### src/rtl/imem_loader.sv
// Instruction-memory loader: packs a big-endian byte stream into 32-bit words, writes them
// to consecutive word addresses and holds the CPU in reset until the load completes.
module imem_loader #(
  parameter int unsigned DEPTH_W = 6
) (
  input  logic               clk,
  input  logic               rst,
  input  logic               load_start,
  input  logic [DEPTH_W:0]   load_len,
  input  logic               in_valid,
  input  logic [7:0]         in_data,
  output logic               in_ready,
  output logic               im_we,
  output logic [31:0]        im_addr,
  output logic [31:0]        im_wdata,
  output logic               cpu_rst,
  output logic               load_done,
  output logic [31:0]        checksum
);

  localparam logic [1:0] StIdle    = 2'd0;
  localparam logic [1:0] StCollect = 2'd1;
  localparam logic [1:0] StWrite   = 2'd2;
  localparam logic [1:0] StDone    = 2'd3;

  localparam logic [DEPTH_W:0]   MaxLen = {1'b1, {DEPTH_W{1'b0}}};
  localparam logic [DEPTH_W:0]   LenOne = {{DEPTH_W{1'b0}}, 1'b1};
  localparam logic [DEPTH_W-1:0] IdxOne = {{(DEPTH_W-1){1'b0}}, 1'b1};

  logic [1:0]         state_q, state_d;
  logic [DEPTH_W:0]   len_q, len_d;
  logic [DEPTH_W-1:0] word_idx_q, word_idx_d;
  logic [1:0]         byte_cnt_q, byte_cnt_d;
  logic [31:0]        word_q, word_d;
  logic [31:0]        im_addr_q, im_addr_d;
  logic [31:0]        im_wdata_q, im_wdata_d;
  logic [31:0]        checksum_q, checksum_d;
  logic               in_ready_q, in_ready_d;
  logic               cpu_rst_q, cpu_rst_d;
  logic               load_done_q, load_done_d;

  logic start_ok;
  logic accept;
  logic last_word;

  assign start_ok  = load_start && (load_len != '0) && (load_len <= MaxLen);
  assign accept    = in_valid && in_ready_q;
  assign last_word = ({1'b0, word_idx_q} == (len_q - LenOne));

  always_comb begin
    state_d    = state_q;
    len_d      = len_q;
    word_idx_d = word_idx_q;
    byte_cnt_d = byte_cnt_q;
    word_d     = word_q;
    im_addr_d  = im_addr_q;
    im_wdata_d = im_wdata_q;
    checksum_d = checksum_q;

    case (state_q)
      StIdle, StDone: begin
        if (start_ok) begin
          len_d      = load_len;
          word_idx_d = '0;
          byte_cnt_d = '0;
          checksum_d = '0;
          state_d    = StCollect;
        end
      end
      StCollect: begin
        if (accept) begin
          word_d     = {word_q[23:0], in_data};
          byte_cnt_d = byte_cnt_q + 2'd1;
          // Address and data are captured here so they are stable during the write
          // cycle and simply hold afterwards.
          if (byte_cnt_q == 2'd3) begin
            state_d    = StWrite;
            im_addr_d  = {{(30 - DEPTH_W){1'b0}}, word_idx_q, 2'b00};
            im_wdata_d = {word_q[23:0], in_data};
          end
        end
      end
      StWrite: begin
        checksum_d = checksum_q ^ im_wdata_q;
        if (last_word) begin
          state_d = StDone;
        end else begin
          word_idx_d = word_idx_q + IdxOne;
          state_d    = StCollect;
        end
      end
      default: state_d = StIdle;
    endcase

    in_ready_d  = (state_d == StCollect);
    cpu_rst_d   = (state_d != StDone);
    load_done_d = (state_d == StDone);
  end

  always_ff @(posedge clk) begin
    if (rst) begin
      state_q     <= StIdle;
      len_q       <= '0;
      word_idx_q  <= '0;
      byte_cnt_q  <= '0;
      word_q      <= '0;
      im_addr_q   <= '0;
      im_wdata_q  <= '0;
      checksum_q  <= '0;
      in_ready_q  <= 1'b0;
      cpu_rst_q   <= 1'b1;
      load_done_q <= 1'b0;
    end else begin
      state_q     <= state_d;
      len_q       <= len_d;
      word_idx_q  <= word_idx_d;
      byte_cnt_q  <= byte_cnt_d;
      word_q      <= word_d;
      im_addr_q   <= im_addr_d;
      im_wdata_q  <= im_wdata_d;
      checksum_q  <= checksum_d;
      in_ready_q  <= in_ready_d;
      cpu_rst_q   <= cpu_rst_d;
      load_done_q <= load_done_d;
    end
  end

  assign im_we     = (state_q == StWrite);
  assign im_addr   = im_addr_q;
  assign im_wdata  = im_wdata_q;
  assign checksum  = checksum_q;
  assign in_ready  = in_ready_q;
  assign cpu_rst   = cpu_rst_q;
  assign load_done = load_done_q;

endmodule

### config.mk
export PLATFORM = sky130hd
export DESIGN_NAME = imem_loader
export DESIGN_NICKNAME = d
export VERILOG_FILES = /design/src/rtl/imem_loader.sv
export SDC_FILE = /design/constraint.sdc
export NUM_CORES = 1
export LEC_CHECK = 0
export ABC_AREA = 1
export CAP_MARGIN = 20
export CORE_AREA = 2 2 135 137
export DETAILED_ROUTE_END_ITERATION = 12
export DIE_AREA = 0 0 137 139
export PLACE_DENSITY = 0.48
export SYNTH_ARGS = -nofsm -noshare
export SYNTH_HDL_FRONTEND = slang
export SYNTH_SLANG_ARGS = --single-unit
### constraint.sdc
create_clock -name clk -period 5.1 [get_ports clk]
set_input_delay 0.765 -clock clk [delete_from_list [all_inputs] [get_ports clk]]
set_output_delay 0.765 -clock clk [all_outputs]
set_load 0.05 [all_outputs]
==> impl_metrics.toml <==
[sta]
hold_violations = 0
slew_worst_pin_ns = 0.977
fmaxAchievable_mhz = 287
grt_setup_unrepaired = "no"
fin_setup_tns_ns = 0
setup_violations = 0
drv_slew = 0
layout_setup_ws_ns = 1.62
finalClockSkew_ns = 0.0120
maxSlewHeadroom_pct = 34.8
final.min_clock_period_ns = 3.48
layout_worst_path_cycle_share_pct = 68.3

[floorplan]
io_pins = 119
core.rowCount = 49
chipWidth_microns = 137
design.die.area_sq_um = 19000
core_region_area_sq_um = 17700
chipHeight_microns = 139
initial_utilization_pct = 28.6

[yosys]
cell_types_with_the_largest_area_share_after_synthesis = "dfxtp_1 (45%), nand2_1 (13%), a21oi_1 (10%)"
synth_cells = 653
ys_types = 29
synth-seq-area-share_pct = 45.2
yosys.area.top_type = "dfxtp_1"
synth_area_sq_um = 5050
top_area_cell_type_share_of_the_netlist_area_pct = 45.2
post_synth.cell_area_avg_sq_um = 7.73
ys_seq_elements = 114
ys_warn_count = 0

[grt]
vias_in_the_first_global_route = 4227
grt_first_pass_wirelength_microns = 21700
antenna_violations_before_repair = 0
sum_of_overflow_across_all_layers_after_global_routing = 0
groute.usage.overall_pct = 14.4
grt_max_degree = 87

[hold_path]
hold-path-endpoint = "word_q[16]"
timing.hold.worst_path_depth = 2
worst_min_delay_path_category = "flip-flop to flip-flop"
worst_hold_startpoint = "word_q[16]"

[critical_path]
cp-start-kind = "flip-flop"
path_class = "flip-flop to output pin"
critical_path_data_required_time_ns = 4.34
critPathCaptureType = "output pin"
worstPathMaxFanout = 20
worst-r2r-setup-slack_ns = 1.92
critical_path_arrival_ns = 2.72
critical_path.reg2reg.endpoint = "checksum[10]"
timing.reg2reg.worst_path_depth = 7
crit-reg2reg-launch = "state_q[0]"

[power_and_ir_drop]
pwr_density_cell_nw_per_um2 = 385
power_switching_w = 0.000790
swShare_pct = 31.5
total_power_draw_w = 0.00251
seq_power_share_pct = 38.6
power.clock.fraction_pct = 41.4
internal-power_w = 0.00172
power_leakage_nw = 2.54
peakVddDrop_uv = 272
comb_power_share_pct = 20.0

[finish]
finalInstanceArea_sq_um = 6500
insertedDiodeCount = 0
layout.cells.most_common = "nand2_1"
most_used_cells_in_the_layout_excluding_fill_and_tap_cells = "nand2_1 (174), dfxtp_1 (114), a21oi_1 (102), clkdlybuf4s50_1 (91), nand3_1 (46)"
layout.nets = 755
drive_gt1_share_pct = 7.29
areaGrowthSynthToFinish_pct = 28.8

[drt]
wl_per_cell_microns = 13.7
routed_via_density = 4.49
remaining_drc_errors = 0
ant_nets = 0
drt-initial-drc-count = 282
drt_first_pass_iters = 4
wl_microns = 13300
vias = 4352

[clocking]
cts-buffers-inserted = 17
tritoncts = "yes"
clock_insertion_delay_worst_skew_ns = 0.41
ctsLongestPathBuffers = 2
postCtsSetupBuffers = 0
cts.sinks = 114
cts_hold_buf = 0
clock_tree.htree_level_count = 4
cts-root-buf = "clkbuf_16"
post_cts.resized_instances = 0
cts.reportedPaths.clkPinSlew_ns = 0.05

[place]
place_ws_ns = 1.93
hpwlAfterDp_microns = 9000
place_area_sq_um = 5990
io_buffers = 92
finalWeightedCongestion = 0.759

[flow_run]
cap_violations = 0

[status]
outcome = "finished clean"
## metal layers
layer / routed length, microns / vias to the layer above / global-route usage, %
met5: 0 / - / 0
met4: 175 / 0 / 5.59
met3: 626 / 16 / 3.87
met2: 6260 / 89 / 22.5
met1: 6190 / 2017 / 18.8
li1: - / 2230 / -
## how the worst max path moves through the flow
stage / startpoint / end / depth (start not counted)
floorplan: state_q[0] / cpu_rst / 12
global placement: state_q[0] / checksum[23] / 7
detailed placement: load_len[2] / checksum[10] / 9
CTS: state_q[0] / im_we / 4
global route: state_q[0] / im_we / 4
finish: state_q[0] / im_we / 4
## flip-flops by register name, indices dropped and copies added, names as in the netlist, 2 cells and up
| name | count |
|---|---|
| len_q | 7 |
| word_q | 24 |
| word_idx_q | 6 |
| state_q | 2 |
| byte_cnt_q | 2 |
| checksum | 32 |
| im_wdata | 32 |
| im_addr | 6 |
## synthesized netlist by cell type
| library cell | number |
|---|---|
| o211ai_4 | 1 |
| xnor2_1 | 2 |
| nand3b_1 | 1 |
| nand3_1 | 46 |
| o21ai_0 | 25 |
| ha_1 | 5 |
| nor3_2 | 1 |
| nand2_2 | 3 |
| nand2_4 | 1 |
| o21ai_4 | 1 |
| dfxtp_1 | 114 |
| nand3_4 | 1 |
| inv_1 | 24 |
| nand2_1 | 174 |
| conb_1 | 1 |
| nand3_2 | 2 |
| nor3_1 | 1 |
| xor2_1 | 34 |
| nor2_4 | 3 |
| buf_6 | 4 |
| inv_2 | 6 |
| buf_4 | 29 |
| nand4_1 | 7 |
| a21oi_1 | 102 |
| nor2_1 | 31 |
| clkbuf_1 | 20 |
| buf_2 | 8 |
| nor2_2 | 5 |
| nand4_4 | 1 |
## power by group through the flow
stage | clock network [W] | logic, W | registers, W
finish | 0.00104 | 0.000501 | 0.000967
global route | 0.00111 | 0.000557 | 0.000972
CTS | 0.00106 | 0.000505 | 0.000967
detailed placement | 0 | 0.000503 | 0.000985
global placement | 0 | 0.000495 | 0.000985
floorplan | 0 | 0.000404 | 0.00101
## worst max-delay path, cell delays in order (launching register included)
cell and delay [ns]:
dfxtp_1 0.36, inv_1 0.08, ha_1 0.60, buf_4 0.39
clkdlybuf4s50_1 0.86
## layout make-up
| class | instances | area (sq um) |
|---|---|---|
| clock buffers | 24 | 482 |
| clock inverters | 5 | 31.3 |
| fillers | 1829 | 11200 |
| inverters | 30 | 113 |
| multi-input cells | 473 | 2370 |
| flip-flops and latches | 114 | 2280 |
| well taps | 229 | 287 |
| repair buffers | 95 | 938 |
## stage by stage
step                      hold slack [ns]  utilization, %  cells
after floorplan                     0.441               -    678
after global placement              0.456            33.9    941
after detailed placement            0.457            33.9    941
after CTS                           0.466            36.8    970
after global routing                0.489            36.8    970
final                               0.465            36.8    970
## cell families (layout without fill, tap and decap cells)
family | count (synthesis) | in the layout | share of synthesized area (%)
flip-flops | 114 | 114 | 45.2
other | 1 | 26 | 0.0743
XOR/XNOR | 36 | 36 | 6.25
AND/OR/NAND/NOR | 277 | 277 | 24.2
AO/OA/AOI/OAI | 129 | 129 | 13.3
adder cells (fa/ha/maj) | 5 | 5 | 1.24
buffers and inverters | 91 | 154 | 9.72
Note: power is estimated with default switching activity, not from simulation.
==> patch 1: new RTL, config.mk and constraints unchanged <==
Change the parameter `DEPTH_W` from 6 to 3.
--- a/src/rtl/imem_loader.sv
+++ b/src/rtl/imem_loader.sv
@@ -1,7 +1,7 @@
 // Instruction-memory loader: packs a big-endian byte stream into 32-bit words, writes them
 // to consecutive word addresses and holds the CPU in reset until the load completes.
 module imem_loader #(
-  parameter int unsigned DEPTH_W = 6
+  parameter int unsigned DEPTH_W = 3
 ) (
   input  logic               clk,
   input  logic               rst,
Ports: changed (resized load_len); port bits go from 119 to 116. The function was not compared with the original's and may differ.
==> patch 1 against the original RTL <==
Wire length down 11%; sequential cell count down 9; setup slack better by 0.35 ns; final area down 13%; combinational power down 8.2%; power down 18%; clock skew down 0.0065 ns; synthesized area down 12%; critical endpoint unchanged.
==> patch 1: results <==
[global_route]
grt_use_met3 = 0.03399
grt_max_degree = 85
gr-usage-met2 = 0.2003
grt_pass1_vias = 3664
grt_pass1_wl_um = 18980
grt_usage = 0.1267
grt.met1_usage = 0.1665

[clocking]
postCtsSetupBuffers = 0
cts-resized-gates = 0
clock_latency_ns = 0.35
cts_made_buffers = 9
cts-root-buf = "clkbuf_16"
cts_max_level = 3
path_clk_slew_ns = 0.07

[setup_path]
required_ns = 4.34
rr_startpoint = "state_q[0]"
path_max_fanout = 17
reg2reg_slack_ns = 2.02
r2r-end = "checksum[8]"
ff2ff_path_depth = 8

[yosys]
yosys-top-cells-area = "dfxtp_1, nand2_1, a21oi_1, xor2_1, buf_4"
synth_cell_type_count = 22
yosysWarnings = 0
ys_top_cells_by_count = "nand2_1, dfxtp_1, a21oi_1"
ys_seq_area_frac = 0.4751
avgSynthCellArea_um2 = 7.775
async_flop_share = 0
synthFlopType = "dfxtp_1"

[min_path]
hold_start = "word_q[21]"
hold_path_depth = 2
hold_path_end = "word_q[21]"
hold_class = "reg -> reg"

[power_and_ir_drop]
ir_drop_uv = 157.2
p_sw_uw = 682.9
p_leak_uw = 0.002213

[detailed_routing]
drt-total-wl_um = 11790
dr.pass1.iters = 5
drtIter0Drc = 211
viasPerCell = 4.314
via_count = 3762

[placement]
dp_hpwl_um = 8036
portBuffers = 86
dp_cells = 857
gp_routability_congestion = 0.7664
place_area_um2 = 5359

[sta]
whs_ns = 0.4702
finalClockSkew_ns = 0.005499
tightest_slew_ns = 0.9371
hold_viol = 0

[cells_and_area]
fillers = 1862
drive_gt1_frac = 0.04044
fin_nets = 660

[job]
drv_cap = 0

[outcome]
status = "finished, final reports clean"
patch 1: cell families after synthesis:
kind of cell | share of synthesized area
adders and majority gates | 0.01414
DFF | 0.4751
other | 0.0008476
buffers and inverters | 0.09842
xor gates and xnor gates | 0.06731
and+or+nand+nor | 0.2146
AOI/OAI and AO/OA | 0.1295
patch 1: metrics by stage:
step                total power [uW]  worst slack, ns
detailed placement              1366            1.939
CTS                             2079            1.945
floorplan                       1253            3.257
global placement                1352            1.974
finish                          2049            1.971
global route                    2161            1.685
patch 1: layout make-up:
cell class                      count  area, um2  area share
Timing Repair Buffer               91      893.4      0.1580
Inverter                           22      82.58     0.01461
Clock inverter                      4      52.55    0.009294
Tap cell                          229      286.5     0.05067
Clock buffer                       11      242.7     0.04293
Multi-Input combinational cell    410       1994      0.3527
Sequential cell                   105       2102      0.3718
patch 1: routing by layer:
layer	wire length [um]	vias up
li1	-	1927
met3	577	13
met1	5646	1725
met2	5422	97
met5	0	-
met4	144	0
patch 1: worst max path at each step:
| stage | startpoint | endpoint |
|---|---|---|
| CTS | state_q[0] | checksum[8] |
| finish | state_q[0] | im_we |
| detailed placement | state_q[0] | checksum[8] |
| floorplan | state_q[0] | checksum[15] |
| global placement | in_valid | word_q[8] |
| global route | state_q[0] | checksum[24] |
patch 1: worst max-delay path, stage by stage (launching register included):
cell	delay (ns)
dfxtp_1	0.33
inv_1	0.07
ha_1	0.67
clkdlybuf4s50_1	0.94
patch 1: power groups by stage:
stage | clock, uW | combinational, uW | sequential (uW)
floorplan | 0 | 331 | 921
global placement | 0 | 456 | 896
detailed placement | 0 | 469 | 897
CTS | 732 | 470 | 877
global route | 764 | 514 | 882
finish | 711 | 460 | 877
==> patch 2: new RTL, config.mk and constraints unchanged <==
Made on the original files. Make the reset (`rst`) asynchronous in one clocked block.
--- a/src/rtl/imem_loader.sv
+++ b/src/rtl/imem_loader.sv
@@ -97,7 +97,7 @@
     load_done_d = (state_d == StDone);
   end
 
-  always_ff @(posedge clk) begin
+  always_ff @(posedge clk or posedge rst) begin
     if (rst) begin
       state_q     <= StIdle;
       len_q       <= '0;
Formal check against the unedited RTL: differs if rst is asserted again (counterexample within 4 cycles, from zero or initial values and one cycle with rst high); with rst held inactive, the same outputs for 10 cycles.
==> patch 2 against the original RTL <==
Final cell count is 3.1% lower; hold slack better by 0.0077 ns; wire length is 1.5% lower; final area is 6.8% higher; via count is 4.1% lower; sequential cell count stayed put; clock skew is 0.0056 ns lower; setup slack better by 0.21 ns; synthesized area is 5.3% higher; critical endpoint unchanged.
Power is not compared: it rests on default switching activity, and its combinational part moved more than twofold at a synthesized area within 25%.
==> patch 2: results <==
[outcome]
status = "finished, final reports clean"

[min_path]
hold_path_end = "im_addr[3]"
hold_start = "im_addr[3]"

[setup_path]
reg2reg_slack_ns = 2.04
ff2ff_path_depth = 7
path_max_fanout = 17
setup.worst_path.start = "state_q[0]"
r2r-end = "checksum[14]"
cp.arrival_ns = 2.50

[placement]
gp_routability_congestion = 0.8069
portBuffers = 92
dp_hpwl_um = 9024
place_area_um2 = 6302

[detailed_routing]
wl_per_cell_um = 13.89
via_count = 4173
drtIter0Drc = 185
dr.pass1.iters = 5

[yosys]
ys_seq_area_frac = 0.5368
synthFlopType = "dfrtp_1"
synth_cell_type_count = 33
async_flop_share = 1.000
yosys-top-cells-area = "dfrtp_1, nand2_1, o21ai_0, xor2_1, buf_4"
synth_compound_area_frac = 0.07390
ys_top_cells_by_count = "nand2_1, dfrtp_1, o21ai_0"
synthAdderAreaFrac = 0.01177
synth_xor_area_frac = 0.05601
muxShareOfSynthArea = 0

[sta]
finalClockSkew_ns = 0.006317
tightest_slew_ns = 1.049

[cells_and_area]
drive_gt1_frac = 0.07314
fin_nets = 723
fillers = 1798

[clocking]
clockBufferDepth = 2
cts_made_buffers = 17
clock_latency_ns = 0.41
cts-root-buf = "clkbuf_16"
cts-resized-gates = 0
postCtsSetupBuffers = 0

[power_and_ir_drop]
p_int_uw = 2542

[global_route]
grt_usage = 0.1442
grt_pass1_wl_um = 21270
antenna_found_initial = 0
grt_max_degree = 84
grt_pass1_vias = 4121
[patch 2: cell types whose count changed after synthesis, sizes merged, moves of 2 or more]
cell,unedited run,this run
dfrtp,0,113
a21oi,102,8
nor2,39,27
dfxtp,114,0
buf,41,45
o21ai,26,65
nand4,8,6
nor3b,0,2
clkbuf,20,5
nand2,178,196
nand3,49,44
inv,30,51
[patch 2: worst max-delay path by stage]
stage | endpoint | slack [ns] | cells past startpoint
after global placement | checksum[25] | 2.11 | 7
final | im_we | 1.83 | 3
after floorplan | byte_cnt_q[0] | 1.32 | 1
after detailed placement | checksum[14] | 1.99 | 7
after CTS | im_we | 1.76 | 3
after global routing | im_we | 1.68 | 3
[patch 2: critical path: stages (launching register included)]
cell and delay [ns]:
dfrtp_1 0.38, inv_1 0.09, ha_1 0.68, clkdlybuf4s50_1 0.94
[patch 2: cell families after synthesis]
group / after synthesis
other: 1
XOR/XNOR: 34
flip-flops: 114
buffers and inverters: 101
AO/OA/AOI/OAI: 75
AND/OR/NAND/NOR: 279
adder cells (fa/ha/maj): 5
[patch 2: power by group through the flow]
stage	logic, uW	registers [uW]	clock network, uW
floorplan	806	1890	0
global placement	1740	1440	0
detailed placement	1770	1440	0
CTS	1780	1430	1250
global route	1930	1460	1300
finish	1760	1420	1220
[patch 2: routing by layer]
metal / wire length (um) / vias up / GRT usage / share of wire
met5: 0 / - / 0 / 0
met4: 132 / 0 / 0.03581 / 0.010
met3: 743 / 14 / 0.04971 / 0.057
met2: 6533 / 101 / 0.2414 / 0.50
met1: 5650 / 1999 / 0.1771 / 0.43
li1: - / 2059 / - / -
[patch 2: final cells by class]
cell class / count / area (um2) / area share
sequential: 114 / 2854 / 0.4110
clock inverter: 8 / 126.4 / 0.01820
clock buffer: 23 / 488.0 / 0.07027
tap: 229 / 286.5 / 0.04126
timing repair buffer: 96 / 970.9 / 0.1398
inverter: 51 / 196.4 / 0.02829
multi-input combinational: 419 / 2022 / 0.2912
[patch 2: per-stage QoR]
stage | cells | setup WS, ns | power, uW | hold slack (ns)
after floorplan | 634 | 1.321 | 2694 | 0.4499
after global placement | 908 | 2.107 | 3182 | 0.4622
after detailed placement | 908 | 1.991 | 3213 | 0.4662
after CTS | 939 | 1.761 | 4463 | 0.4780
after global routing | 940 | 1.678 | 4688 | 0.4994
final | 940 | 1.830 | 4408 | 0.4731
